<file path="config.mk">
export PLATFORM = sky130hd
export DESIGN_NAME = adc_sample_averager
export DESIGN_NICKNAME = d
export VERILOG_FILES = /design/src/rtl/adc_sample_averager.sv
export SDC_FILE = /design/constraint.sdc
export NUM_CORES = 1
export LEC_CHECK = 0
export CORE_ASPECT_RATIO = 1.1
export CORE_MARGIN = 2
export CORE_UTILIZATION = 54
export CTS_BUF_LIST = sky130_fd_sc_hd__clkbuf_8 sky130_fd_sc_hd__clkbuf_16
export CTS_CLUSTER_DIAMETER = 50
export CTS_CLUSTER_SIZE = 10
export DETAILED_ROUTE_END_ITERATION = 10
export PLACE_DENSITY_LB_ADDON = 0.05
export REMOVE_ABC_BUFFERS = 1
export SLEW_MARGIN = 20
export SYNTH_ARGS = -nofsm -noshare
export SYNTH_HDL_FRONTEND = slang
export SYNTH_SLANG_ARGS = --single-unit
</file>
<file path="constraint.sdc">
create_clock -name clk -period 2.54 [get_ports clk]
set_clock_uncertainty 0.05 [all_clocks]
set_input_delay 0.508 -clock clk [delete_from_list [all_inputs] [get_ports clk]]
set_output_delay 0.508 -clock clk [all_outputs]
set_load 0.05 [all_outputs]
</file>
<file path="src/rtl/adc_sample_averager.sv">
// Sequences ADC conversions on a fixed period, averages 2^LOG2_N captured samples
// and offers each average on a valid/ready stream with a sticky overrun flag.
module adc_sample_averager #(
  parameter int unsigned DATA_W        = 8,
  parameter int unsigned LOG2_N        = 2,
  parameter int unsigned CONV_CYCLES   = 10,
  parameter int unsigned SAMPLE_PERIOD = 16
) (
  input  logic              clk,
  input  logic              rst,
  input  logic              enable,
  output logic              adc_start,
  input  logic [DATA_W-1:0] adc_data,
  output logic [DATA_W-1:0] avg_data,
  output logic              avg_valid,
  input  logic              avg_ready,
  output logic              overrun
);

  localparam int unsigned ACC_W  = DATA_W + LOG2_N;
  localparam int unsigned CNT_W  = (LOG2_N > 0) ? LOG2_N : 1;
  localparam int unsigned TMR_W  = (SAMPLE_PERIOD > 2) ? $clog2(SAMPLE_PERIOD) : 1;
  localparam int unsigned N_LAST = (1 << LOG2_N) - 1;

  typedef enum logic [2:0] {
    ST_IDLE,
    ST_START,
    ST_WAIT,
    ST_CAPTURE,
    ST_GAP
  } state_e;

  state_e              state_q, state_d;
  logic [TMR_W-1:0]    tmr_q, tmr_d;
  logic [ACC_W-1:0]    acc_q, acc_d;
  logic [CNT_W-1:0]    cnt_q, cnt_d;
  logic                adc_start_q, adc_start_d;
  logic [DATA_W-1:0]   avg_data_q, avg_data_d;
  logic                avg_valid_q, avg_valid_d;
  logic                overrun_q, overrun_d;
  logic [ACC_W-1:0]    sum;
  logic                period_end;
  logic                load;

  // Timer counts cycles since START entry; it paces both WAIT and GAP.
  always_comb begin
    state_d     = state_q;
    tmr_d       = tmr_q + TMR_W'(1);
    acc_d       = acc_q;
    cnt_d       = cnt_q;
    avg_data_d  = avg_data_q;
    avg_valid_d = avg_valid_q;
    overrun_d   = overrun_q;
    load        = 1'b0;
    sum         = acc_q + ACC_W'(adc_data);
    period_end  = (tmr_q == TMR_W'(SAMPLE_PERIOD - 1));

    case (state_q)
      ST_IDLE: begin
        tmr_d = '0;
        if (enable) state_d = ST_START;
      end
      ST_START: state_d = ST_WAIT;
      ST_WAIT: begin
        if (tmr_q == TMR_W'(CONV_CYCLES)) state_d = ST_CAPTURE;
      end
      ST_CAPTURE: begin
        // A zero-length gap (period == conv + 2) leaves CAPTURE straight for the next sample.
        state_d = ST_GAP;
        if (period_end) state_d = enable ? ST_START : ST_IDLE;
        if (cnt_q == CNT_W'(N_LAST)) begin
          avg_data_d = DATA_W'(sum >> LOG2_N);
          load       = 1'b1;
          acc_d      = '0;
          cnt_d      = '0;
        end else begin
          acc_d = sum;
          cnt_d = cnt_q + CNT_W'(1);
        end
      end
      ST_GAP: begin
        if (period_end) state_d = enable ? ST_START : ST_IDLE;
      end
      default: state_d = ST_IDLE;
    endcase

    if (state_d == ST_START) tmr_d = '0;

    // Dropping back to IDLE discards any partial group.
    if (state_d == ST_IDLE) begin
      acc_d = '0;
      cnt_d = '0;
    end

    if (load) begin
      avg_valid_d = 1'b1;
      if (avg_valid_q && !avg_ready) overrun_d = 1'b1;
    end else if (avg_valid_q && avg_ready) begin
      avg_valid_d = 1'b0;
    end

    adc_start_d = (state_d == ST_START);
  end

  always_ff @(posedge clk) begin
    if (rst) begin
      state_q     <= ST_IDLE;
      tmr_q       <= '0;
      acc_q       <= '0;
      cnt_q       <= '0;
      adc_start_q <= 1'b0;
      avg_data_q  <= '0;
      avg_valid_q <= 1'b0;
      overrun_q   <= 1'b0;
    end else begin
      state_q     <= state_d;
      tmr_q       <= tmr_d;
      acc_q       <= acc_d;
      cnt_q       <= cnt_d;
      adc_start_q <= adc_start_d;
      avg_data_q  <= avg_data_d;
      avg_valid_q <= avg_valid_d;
      overrun_q   <= overrun_d;
    end
  end

  assign adc_start = adc_start_q;
  assign avg_data  = avg_data_q;
  assign avg_valid = avg_valid_q;
  assign overrun   = overrun_q;

endmodule

</file>
==> results of run 1 <==
[worst paths after layout]
kind / startpoint / to / slack (ps) / cells past startpoint
worst min register to register: tmr_q[0] / tmr_q[0] / 410 / 1
worst max-delay path: adc_data[0] / avg_data[6] / 110 / 8
worst min-delay path: tmr_q[0] / tmr_q[0] / 410 / 1
worst max register to register: acc_q[0] / avg_data[6] / 450 / 7
[routing by layer]
metal / part of all wire (%) / up-vias
li1: - / 782
met3: 3.8 / 7
met2: 48 / 39
met1: 47 / 745
met5: 0 / -
met4: 1.3 / 0
[registers in the layout (all words and copies together) (netlist names)]
name	cells
adc_start	1
state_q	3
avg_valid	1
avg_data	8
cnt_q	2
acc_q	10
overrun	1
tmr_q	4
[kinds of logic after synthesis]
| logic type | Yosys count |
|---|---|
| AO/OA/AOI/OAI | 52 |
| XOR/XNOR | 6 |
| adder cells (fa/ha/maj) | 12 |
| buffers and inverters | 17 |
| flip-flops | 30 |
| AND/OR/NAND/NOR | 84 |
[what timing repair did]
action | 4_1_cts | 5_1_grt
buffers inserted | 0 | 0
endpoints found under the setup margin | 0 | 1
gates resized for setup | 0 | 1
[power groups by stage]
stage               Clock, uW  Sequential (uW)  Combinational (uW)
finish                    398              491                 116
global route              430              492                 127
CTS                       410              491                 116
detailed placement          0              502                 115
global placement            0              501                 112
floorplan                   0              505                64.8
[final cells by class]
type / instances / area share, %
clock inverter: 2 / 0.608
multi-input combinational: 154 / 50.1
sequential: 30 / 29.2
inverter: 6 / 1.09
timing repair buffer: 28 / 12.9
tap: 34 / 2.07
clock buffer: 6 / 4.01
[cells in the final DEF, fill, tap and decap left out, drive strengths merged, types with 3 or more instances in the layout]
cell,count
dfxtp,30
nand3b,5
nor3,9
nor2,23
a22oi,4
nor4,3
nand2b,3
ha,11
clkbuf,6
buf,6
nand3,4
o21ai,8
xnor2,3
nand4,3
clkdlybuf4s50,22
inv,6
nand2,15
nor3b,3
xor2,3
and3,4
a21o,4
a31oi,3
a21oi,19
a211oi,3
[through the flow]
step / area, sq um / worst slack, ps
floorplan: 1650 / 318
global placement: 1960 / -183
detailed placement: 1960 / -209
CTS: 2050 / 63.6
global route: 2060 / 46.3
finish: 2060 / 113
==> qor.yml, run 1 <==
maxCapViolCount: 0
utilization_pct: 67.5
netlist.area_leader.share_pct: 35.0
hp-class: "flop to flop"
synth_area_leader_cell: "dfxtp_1"
syn_inst: 201
finalPower_uw: 1000
yosys_most_used_dff: "dfxtp_1"
cts_num_sinks: 30
hold_buffers: 0
combPwrFrac_pct: 11.5
gr-usage-met3_pct: 3.70
diodes: 0
synth_edf_count: 0
drtIter0Drc: 57
first_pass_iters: 4
drive_gt1_share_pct: 10.2
fillers: 265
pin_count: 23
internal_power_uw: 747
grt_pass1_vias: 1463
globalplace.congestion: 0.833
core.rowCount: 21
synth_top_family_by_area: "simple AND/OR/NAND/NOR gates"
die_w_microns: 57.8
grt_usage_pct: 22.1
synth-xor-area-share_pct: 3.06
netSwitchingFraction_pct: 25.7
power.density_nw_per_um2: 489
ys_ff_latch: 30
slowest_delay_ps: 400
yosysWarnings: 0
drt_wl_total_microns: 3780
tightestPinTransition_ps: 670
critPathKind: "primary input to flop"
yosys.area_share.adder_pct: 9.18
grt.overflow.total: 0
multi_input_area_sq_um: 1030
nets: 249
cp-start-kind: "primary input"
max_slew_margin_pct: 55.2
fmax_ghz: 0.412
slowest_stage: "clkdlybuf4s50_1"
synth_most_common_cell: "dfxtp_1"
end_kind: "flop"
place.port_buffers: 22
netSwitchingPower_uw: 258
grt_max_degree: 22
muxShareOfSynthArea_pct: 0
synth_compound_area_share_pct: 21.1
final-hold-violation-count: 0
crit_buf_inv: 1
coreArea_sq_um: 3050
synth-simple-area-share_pct: 26.5
hold_ws_ps: 413
seq_area_frac_synth_pct: 35.0
vdd_ir_drop_max_uv: 425
path_delay_family: "simple AND/OR/NAND/NOR gates"
seqCellArea_sq_um: 601
post-dp-hpwl_microns: 2760
cts.htree.levels: 2
drc_errors: 0
dp_cells: 252
clockPowerShare_pct: 39.6
drv_slew: 0
grt_pass1_wl_microns: 6400
crit_chain: "clkdlybuf4s50_1 -> ha_1 -> fa_2 -> a21o_1 -> and4_1 -> o211a_1 -> or3_1 -> nand3_1"
yosys-top-cells-count: "dfxtp_1 (30), nor2_1 (23), a21oi_1 (16), nand2_1 (15), ha_1 (11)"
area_growth_pct: 19.8
leakage_uw: 0.000825
avgSynthCellArea_sq_um: 8.54
required_ps: 2710
setup-violations-final: 0
synth_area_leaders: "dfxtp_1 (35%), ha_1 (8.0%), nor2_1 (5.0%)"
start_util_pct: 56.3
cts_tree: "yes"
antenna_found_initial: 0
rsz0062_at_grt: "false"
dieArea_sq_um: 3650
die_y_microns: 63.1
run_status: "completed"
cp.arrival_ps: 2600
viasPerCell: 6.05
vias: 1573
fin_crit_ps: 2430
path_max_fanout: 3
wl_per_cell_microns: 14.6
met2_usage_pct: 36.2
power_frac_seq_pct: 48.9
met1_usage_pct: 28.9
cts_buffers: 5
yosysUniqueCellTypes: 49
grt-busiest-layer: "met2"
clockRootBuffer: "clkbuf_8"
clk_path_buf_depth: 2
clk-insertion-delay-late_ps: 280
fin_crit_sh_pct: 95.5
fin_cells: 260
syn-cell-area_sq_um: 1720
tns_ps: 0
clkTransAtPathRegs_ps: 60
drtAntennaViolNets: 0
async_flop_share_pct: 0
Power figures use the tool's default switching activity.
==> run 2, diff against run 1 <==
Settings changed: GPL_ROUTABILITY_DRIVEN set to 0.
==> results of run 2 <==
The final DEF is identical to that of run 1; final timing and power are the same.
==> run 3, diff against run 2 <==
Settings changed: CAP_MARGIN set to 10.
==> results of run 3 <==
The final DEF is identical to that of run 1; final timing and power are the same.
